==> config.mk <==
export PLATFORM = sky130hd
export DESIGN_NAME = serial_frame_receiver
export DESIGN_NICKNAME = d
export VERILOG_FILES = /design/src/rtl/serial_frame_receiver.sv
export SDC_FILE = /design/constraint.sdc
export NUM_CORES = 1
export LEC_CHECK = 0
export CAP_MARGIN = 20
export CORE_ASPECT_RATIO = 1.5
export CORE_MARGIN = 5
export CORE_UTILIZATION = 46
export DETAILED_ROUTE_END_ITERATION = 8
export PLACE_DENSITY = 0.73
export SKIP_LAST_GASP = 1
export SYNTH_ARGS = -nofsm -noshare
export SYNTH_HDL_FRONTEND = slang
export SYNTH_SLANG_ARGS = --single-unit
==> constraint.sdc <==
create_clock -name clk -period 1.49 [get_ports clk]
set_input_delay 0.298 -clock clk [delete_from_list [all_inputs] [get_ports clk]]
set_output_delay 0.298 -clock clk [all_outputs]
set_load 0.01 [all_outputs]
==> src/rtl/serial_frame_receiver.sv <==
// Serial frame receiver: start(1), WIDTH data bits LSB first, optional even parity, stop(0).
// Received words land in a one-entry valid/ready output buffer.
module serial_frame_receiver #(
  parameter int WIDTH     = 8,
  parameter bit PARITY_EN = 1'b1
) (
  input  logic             clk,
  input  logic             reset,
  input  logic             bit_en,
  input  logic             serial_in,
  output logic [WIDTH-1:0] out_data,
  output logic             out_valid,
  input  logic             out_ready,
  output logic             parity_err,
  output logic             frame_err,
  output logic             overrun,
  output logic             busy
);
  localparam int CW = $clog2(WIDTH);

  typedef enum logic [1:0] {IDLE, DATA, PARITY, STOP} state_t;

  state_t           state;
  logic [CW-1:0]    cnt;
  logic [WIDTH-1:0] shreg;
  logic             perr;
  logic             deliver;
  logic             xfer;

  assign deliver = bit_en && (state == STOP) && !serial_in;
  assign xfer    = out_valid && out_ready;
  assign busy    = (state != IDLE);

  always_ff @(posedge clk or posedge reset) begin
    if (reset) begin
      state     <= IDLE;
      cnt       <= '0;
      shreg     <= '0;
      perr      <= 1'b0;
      frame_err <= 1'b0;
    end else begin
      frame_err <= 1'b0;
      if (bit_en) begin
        unique case (state)
          IDLE: if (serial_in) begin
            state <= DATA;
            cnt   <= '0;
          end
          DATA: begin
            shreg <= {serial_in, shreg[WIDTH-1:1]};
            cnt   <= cnt + 1'b1;
            if (cnt == CW'(WIDTH-1)) state <= PARITY_EN ? PARITY : STOP;
          end
          PARITY: begin
            perr  <= (^shreg) ^ serial_in;
            state <= STOP;
          end
          STOP: begin
            // A bad stop bit is consumed here; it never doubles as the next start bit.
            frame_err <= serial_in;
            state     <= IDLE;
          end
        endcase
      end
    end
  end

  // A transfer on the delivery edge frees the slot, so the new word is accepted.
  always_ff @(posedge clk or posedge reset) begin
    if (reset) begin
      out_data   <= '0;
      out_valid  <= 1'b0;
      parity_err <= 1'b0;
      overrun    <= 1'b0;
    end else begin
      overrun <= 1'b0;
      if (deliver) begin
        if (!out_valid || xfer) begin
          out_data   <= shreg;
          parity_err <= PARITY_EN && perr;
          out_valid  <= 1'b1;
        end else begin
          overrun <= 1'b1;
        end
      end else if (xfer) begin
        out_valid <= 1'b0;
      end
    end
  end
endmodule
==> metrics.yaml, run 1 <==
crit_type: "input pin to flop"
crit_fanout: 5
worstSetupEndpointType: "flop"
wl_per_cell_um: 14.0
power.density_mw_per_mm2: 2100
drtAntennaViolNets: 0
synth_xor_area_share_pct: 6.58
first_pass_iters: 2
cts_hold_buffers: 0
track_usage_pct: 13.1
timing_hold_violations_final: 0
overflow: 0
power.leakage_nw: 0.830
slew_headroom_pct: 78.5
cts_sinks: 26
yosys-top-cells-area: "dfrtp_1 (57%), mux2_2 (18%), ha_1 (6.6%), xnor2_1 (3.1%), inv_1 (2.0%)"
fin_cells: 149
yosys_warnings: 0
synth_simple_gate_area_share_pct: 4.39
vdd_drop_max_mv: 1.10
yosys-top-cells-count: "dfrtp_1 (26), mux2_2 (18), ha_1 (6), inv_1 (6), nand2_1 (5)"
rsz0062_at_grt: "true"
status: "completed"
rows: 22
min_period_over_period_pct: 98.7
slowest_delay_ns: 0.48
yosysMostFrequentCell: "dfrtp_1"
viasPerCell: 5.19
min_period_ns: 1.47
slew_violations: 0
synth-compound-area-share_pct: 4.39
grt_pass1_vias: 781
synth_fa_ha_area_share_pct: 6.58
die_area_mm2: 0.00360
cts_max_level: 1
die_y_um: 71
setup_viol_count_final: 0
finClkSkew_ns: 0.00393
final.setup.tns_ns: 0
synth_area_mm2: 0.00114
portBuffers: 17
syn_to_final_growth_pct: 41.8
coreArea_mm2: 0.00242
finalPower_mw: 3.39
fill_cells: 194
worstPathArrival_ns: 1.69
synth.largest_area_cell: "dfrtp_1"
cp-start-kind: "input pin"
gp_congestion: 0.707
drtIter0Drc: 9
clk_latency_ns: 0.32
clkTransAtPathRegs_ns: 0.14
ios: 18
worst_path_max_delay_cell: "clkdlybuf4s50_1"
drive_above_1_share_pct: 44.8
cp_cell_sequence: "clkdlybuf4s50_1 -> inv_1 -> nand3_4 -> nor2b_4 -> buf_6 -> mux2_2"
synth_top_family_by_area: "multiplexers"
die_w_um: 50.7
synth_edf_count: 0
synth.distinct_cells: 20
ys_seq_area_share_pct: 57.0
hp-class: "input pin to async pin"
path_delay_family: "buffers and inverters"
dp.cells: 135
antenna_found_initial: 0
tightestPinTransition_ns: 0.322
cts_tree: "yes"
synthCells: 84
cap_violations: 0
vias: 773
nets: 137
async_reset_ff_share_pct: 100
clock-root-buffer: "clkbuf_4"
dp_hpwl_um: 1420
syn_area_per_cell_um2: 13.6
grt_max_degree: 27
drt-total-wl_um: 2090
grt_pass1_wl_um: 3620
synthMuxAreaShare_pct: 18.6
diodes: 0
drc: 0
post-synth-top-area-fraction_pct: 57.0
max_freq_ghz: 0.680
synth_nets: 95
cts_made_buffers: 3
crit_buf_inv: 3
critPathRequiredTime_ns: 1.71
synth_ff_type: "dfrtp_1"
ys_ff_latch: 26
initial_core_util_pct: 47.1
clock_path_buffers: 2
-- sequential cells by signal, summed over array words and instances (netlist names) --
name and count:
cnt 3, frame_err 1, out_data 8, out_valid 1, overrun 1, parity_err 1
perr 1, shreg 8, state 2
-- worst register-to-register path: stages, from the launching register on --
cell     delay (ns)
dfrtp_1        0.43
inv_2          0.09
buf_4          0.10
ha_2           0.20
inv_1          0.06
o21ai_2        0.14
mux2_2         0.34
-- cells by family after synthesis --
| family | count (synthesis) |
|---|---|
| compound gates | 8 |
| simple gates | 11 |
| xor+xnor | 7 |
| mux | 19 |
| fa+ha+maj | 6 |
| buf+inv | 7 |
| flops | 26 |
-- cell usage in the layout, fill, tap and decap left out, types with 2 or more instances in the layout --
cell type,count
clkdlybuf4s50_1,4
clkbuf_4,3
ha_1,3
xnor2_1,3
inv_1,4
mux2_4,2
a22o_1,2
mux2_2,16
dfrtp_1,26
ha_4,2
nand2_1,4
inv_2,2
o21ai_2,2
dlygate4sd2_1,12
xor2_1,2
buf_6,4
buf_4,17
nor2_1,2
-- through the flow --
stage	utilization, %	cell area (µm²)	hold slack, ns	worst slack, ns
after detailed placement	58.6	1420	0.474	-0.243
after global routing	66.8	1620	0.327	-0.0218
final	66.8	1620	0.312	0.0190
after CTS	64.8	1570	0.316	-0.0592
after global placement	58.6	1420	0.467	-0.221
after floorplan	-	1140	0.338	0.0433
-- area by class of cell --
class / count / area [µm²] / share of cell area (%)
Tap cell: 24 / 30.0 / 1.86
Multi-Input combinational cell: 51 / 539 / 33.3
Timing Repair Buffer: 38 / 323 / 20.0
Sequential cell: 26 / 651 / 40.2
Clock inverter: 1 / 30.0 / 1.86
Inverter: 6 / 22.5 / 1.39
Clock buffer: 3 / 22.5 / 1.39
-- final timing paths --
kind / start / end / slack [ns] / cells past startpoint
worst min register to register: perr / perr / 0.51 / 2
min in group clk: perr / perr / 0.51 / 2
worst min-delay path: reset / out_data[0] / 0.31 / 3
max in group asynchronous: reset / out_data[1] / 0.94 / 3
worst max-delay path: serial_in / out_data[5] / 0.02 / 6
worst max register to register: state[1] / state[1] / 0.03 / 6
-- per-layer routing --
metal / GRT usage [%] / part of all wire (%) / up-vias
met5: 0 / 0 / -
met4: 8.24 / 4.6 / 0
met3: 2.32 / 3.6 / 10
met2: 20.9 / 53 / 18
met1: 15.8 / 39 / 375
li1: - / - / 370
-- what timing repair did --
item,in CTS,in global routing
cloned,1,0
setup endpoints to repair,22,16
pin swaps,3,5
gates resized for setup,36,7
setup buffers,7,3
-- where the power goes --
part | internal (mW) | switching, mW
logic | 1.01 | 0.674
clock network | 0.272 | 0.204
registers | 1.01 | 0.215
No activity file was read; power rests on OpenSTA's default activity.
==> run 2: changes to the inputs <==
Settings changed: CORE_UTILIZATION 46 to 40, PLACE_DENSITY 0.73 to unset, RECOVER_POWER set to 25, SKIP_LAST_GASP 1 to unset.
==> run 2 against run 1 <==
- the flow now finishes with violations (negative setup slack)
- utilization down 7.2 points
- clock power up 21%
- die area up 12%
- non-clock buffer count down 7
- via count down 6.1%
- cell count up 4.0%
- flip-flop and latch count unchanged
- wire length up 1.0%
- critical path depth unchanged
- register-to-register slack worse by 0.08 ns
- largest power group unchanged
==> metrics.yaml, run 2 (synthesis results as in run 1) <==
cp-startpoint: "state[0]"
cap_violations: 0  # unchanged
grt_pass1_vias: 783  # +0.26%
wl_per_cell_um: 13.6  # -2.9%
grt_max_degree: 27  # unchanged
syn_to_final_growth_pct: 41.3
slew_headroom_pct: 56.6  # -22 points
cts_hold_buffers: 0  # unchanged
min_period_over_period_pct: 103  # +4.6 points
coreArea_mm2: 0.00271  # +12%
violations: "negative setup slack"
fin_util_pct: 59.6  # -7.2 points
rows: 23  # +4.5%
cts_made_buffers: 3  # unchanged
critPathRequiredTime_ns: 1.64  # -0.07 ns
viasPerCell: 4.68  # -9.7%
reg.largest.list: "out_data: 8 flops, shreg: 8 flops, cnt: 3 flops"
slew_violations: 0  # unchanged
setup_slack_ns: -0.0502  # -0.0692 ns
clk_latency_ns: 0.27  # -0.05 ns
cts_max_level: 1  # unchanged
portBuffers: 17  # unchanged
setup_viol_count_final: 9  # +9
dp_hpwl_um: 1470  # +3.8%
drive_above_1_share_pct: 41.5  # -3.3 points
nets: 130  # -5.1%
drt-total-wl_um: 2110  # +1.0%
vdd_drop_max_mv: 1.18  # +7.2%
die_area_mm2: 0.00404  # +12%
power.leakage_nw: 0.856  # +3.2%
first_pass_iters: 1  # -1
crit_type: "flop to flop"
r2r_start: "state[0]"
finClkSkew_ns: 0.00876  # +0.00483 ns
fill_cells: 225  # +16%
r2r_setup_slack_ns: -0.05  # -0.08 ns
hp-class: "input pin to flop"
worstPathArrival_ns: 1.69  # about the same
final_common_cell: "dfrtp_1"
drtIter0Drc: 0  # -9
cp-start-kind: "flop"
gp_congestion: 0.695  # -1.8%
power.density_mw_per_mm2: 2110  # +0.72%
regArea_um2: 651  # unchanged
grt_pass1_wl_um: 3440  # -4.8%
overflow: 0  # unchanged
layout_common_cells: "dfrtp_1 (26), mux2_2 (16), buf_4 (9)"
clock_path_buffers: 2  # unchanged
cts_tree: "yes"
diodes: 0  # unchanged
min_period_ns: 1.54  # +0.0692 ns
track_usage_pct: 11.6  # -1.5 points
place_area_mm2: 0.00144  # +1.7%
clkTransAtPathRegs_ns: 0.08  # -0.06 ns
fin_area_mm2: 0.00161  # -0.31%
initial_core_util_pct: 42.2  # -4.9 points
tightestPinTransition_ns: 0.650  # +0.328 ns
status: "complete, but fails checks"
antenna_found_initial: 0  # unchanged
clock-root-buffer: "clkbuf_8"
cts_sinks: 26  # unchanged
rsz0062_at_grt: "true"
r2r_end: "out_data[1]"
drtAntennaViolNets: 0  # unchanged
die_w_um: 53.6  # +5.8%
crit_fanout: 5  # unchanged
max_freq_ghz: 0.649  # -4.5%
timing_hold_violations_final: 0  # unchanged
drc: 0  # unchanged
vias: 726  # -6.1%
ios: 18  # unchanged
worstSetupEndpointType: "flop"
min_from: "serial_in"
holdPathStages: 2
die_y_um: 75.4  # +6.2%
multi_input_area_um2: 522  # -3.2%
r2r_cells: 6  # unchanged
hold-path-endpoint: "frame_err"
[run 2: cell count changes in the layout (fill, tap and decap cells not counted), moves of 3 or more]
| cell | change |
|---|---|
| dlygate4sd2_1 | -12 |
| clkbuf_4 | -3 |
| clkbuf_8 | +3 |
| clkdlybuf4s50_1 | +4 |
| dlymetal6s2s_1 | +7 |
| buf_4 | -8 |
[run 2: layout make-up]
| class | instances | share of cell area (%) |
|---|---|---|
| clock buffer | 3 | 2.56 |
| clock inverter | 1 | 1.86 |
| inverter | 6 | 1.40 |
| multi-input combinational | 51 | 32.4 |
| sequential | 26 | 40.3 |
| tap | 37 | 2.87 |
| timing repair buffer | 31 | 18.6 |
[run 2: timing repair]
action                     CTS  global route
cloned                       0             1
setup endpoints to repair    9            29
pin swaps                    1             1
setup buffers                1             0
gates resized for setup      8            27
[run 2: through the flow]
step           worst slack (ns)  TNS [ns]  hold WS (ns)  total power [mW]  cells
3_5_place_dp             -0.264     -3.79         0.477              2.71    149
5_1_grt                  -0.102     -1.29         0.391              3.66    155
4_1_cts                 -0.0210    -0.219         0.393              3.37    154
3_3_place_gp             -0.248     -3.32         0.471              2.68    149
6_report                -0.0502    -0.306         0.394              3.40    155
2_1_floorplan            0.0433         0         0.338              2.11     84
[run 2: routing by layer]
layer	share of wire, %	wire [µm]	global-route usage, %
met1	41	873	13.7
met2	56	1170	20.9
met3	2.0	43	1.76
met4	0.90	19	4.26
met5	0	0	0
[run 2: how the worst max path moves through the flow]
stage / endpoint / cells past startpoint / slack (ns)
finish: out_data[1] / 6 / -0.05
global route: out_data[1] / 6 / -0.10
CTS: shreg[4] / 6 / -0.02
detailed placement: perr / 5 / -0.26
global placement: perr / 5 / -0.25
floorplan: state[1] / 4 / 0.04
[run 2: power breakdown]
group | total (mW) | switching, mW | internal [mW] | leakage [nW]
registers | 1.23 | 0.220 | 1.01 | 0.332
clock network | 0.575 | 0.216 | 0.359 | 0.0357
logic | 1.60 | 0.604 | 0.992 | 0.488
total | 3.40 | 1.04 | 2.36 | 0.856
[run 2: worst max-delay path: stages, from the launching register on]
cell and delay [ns]:
dfrtp_1 0.39, buf_6 0.12, ha_2 0.18, nand3_2 0.11, nor2b_4 0.17, buf_6 0.14
mux2_2 0.32
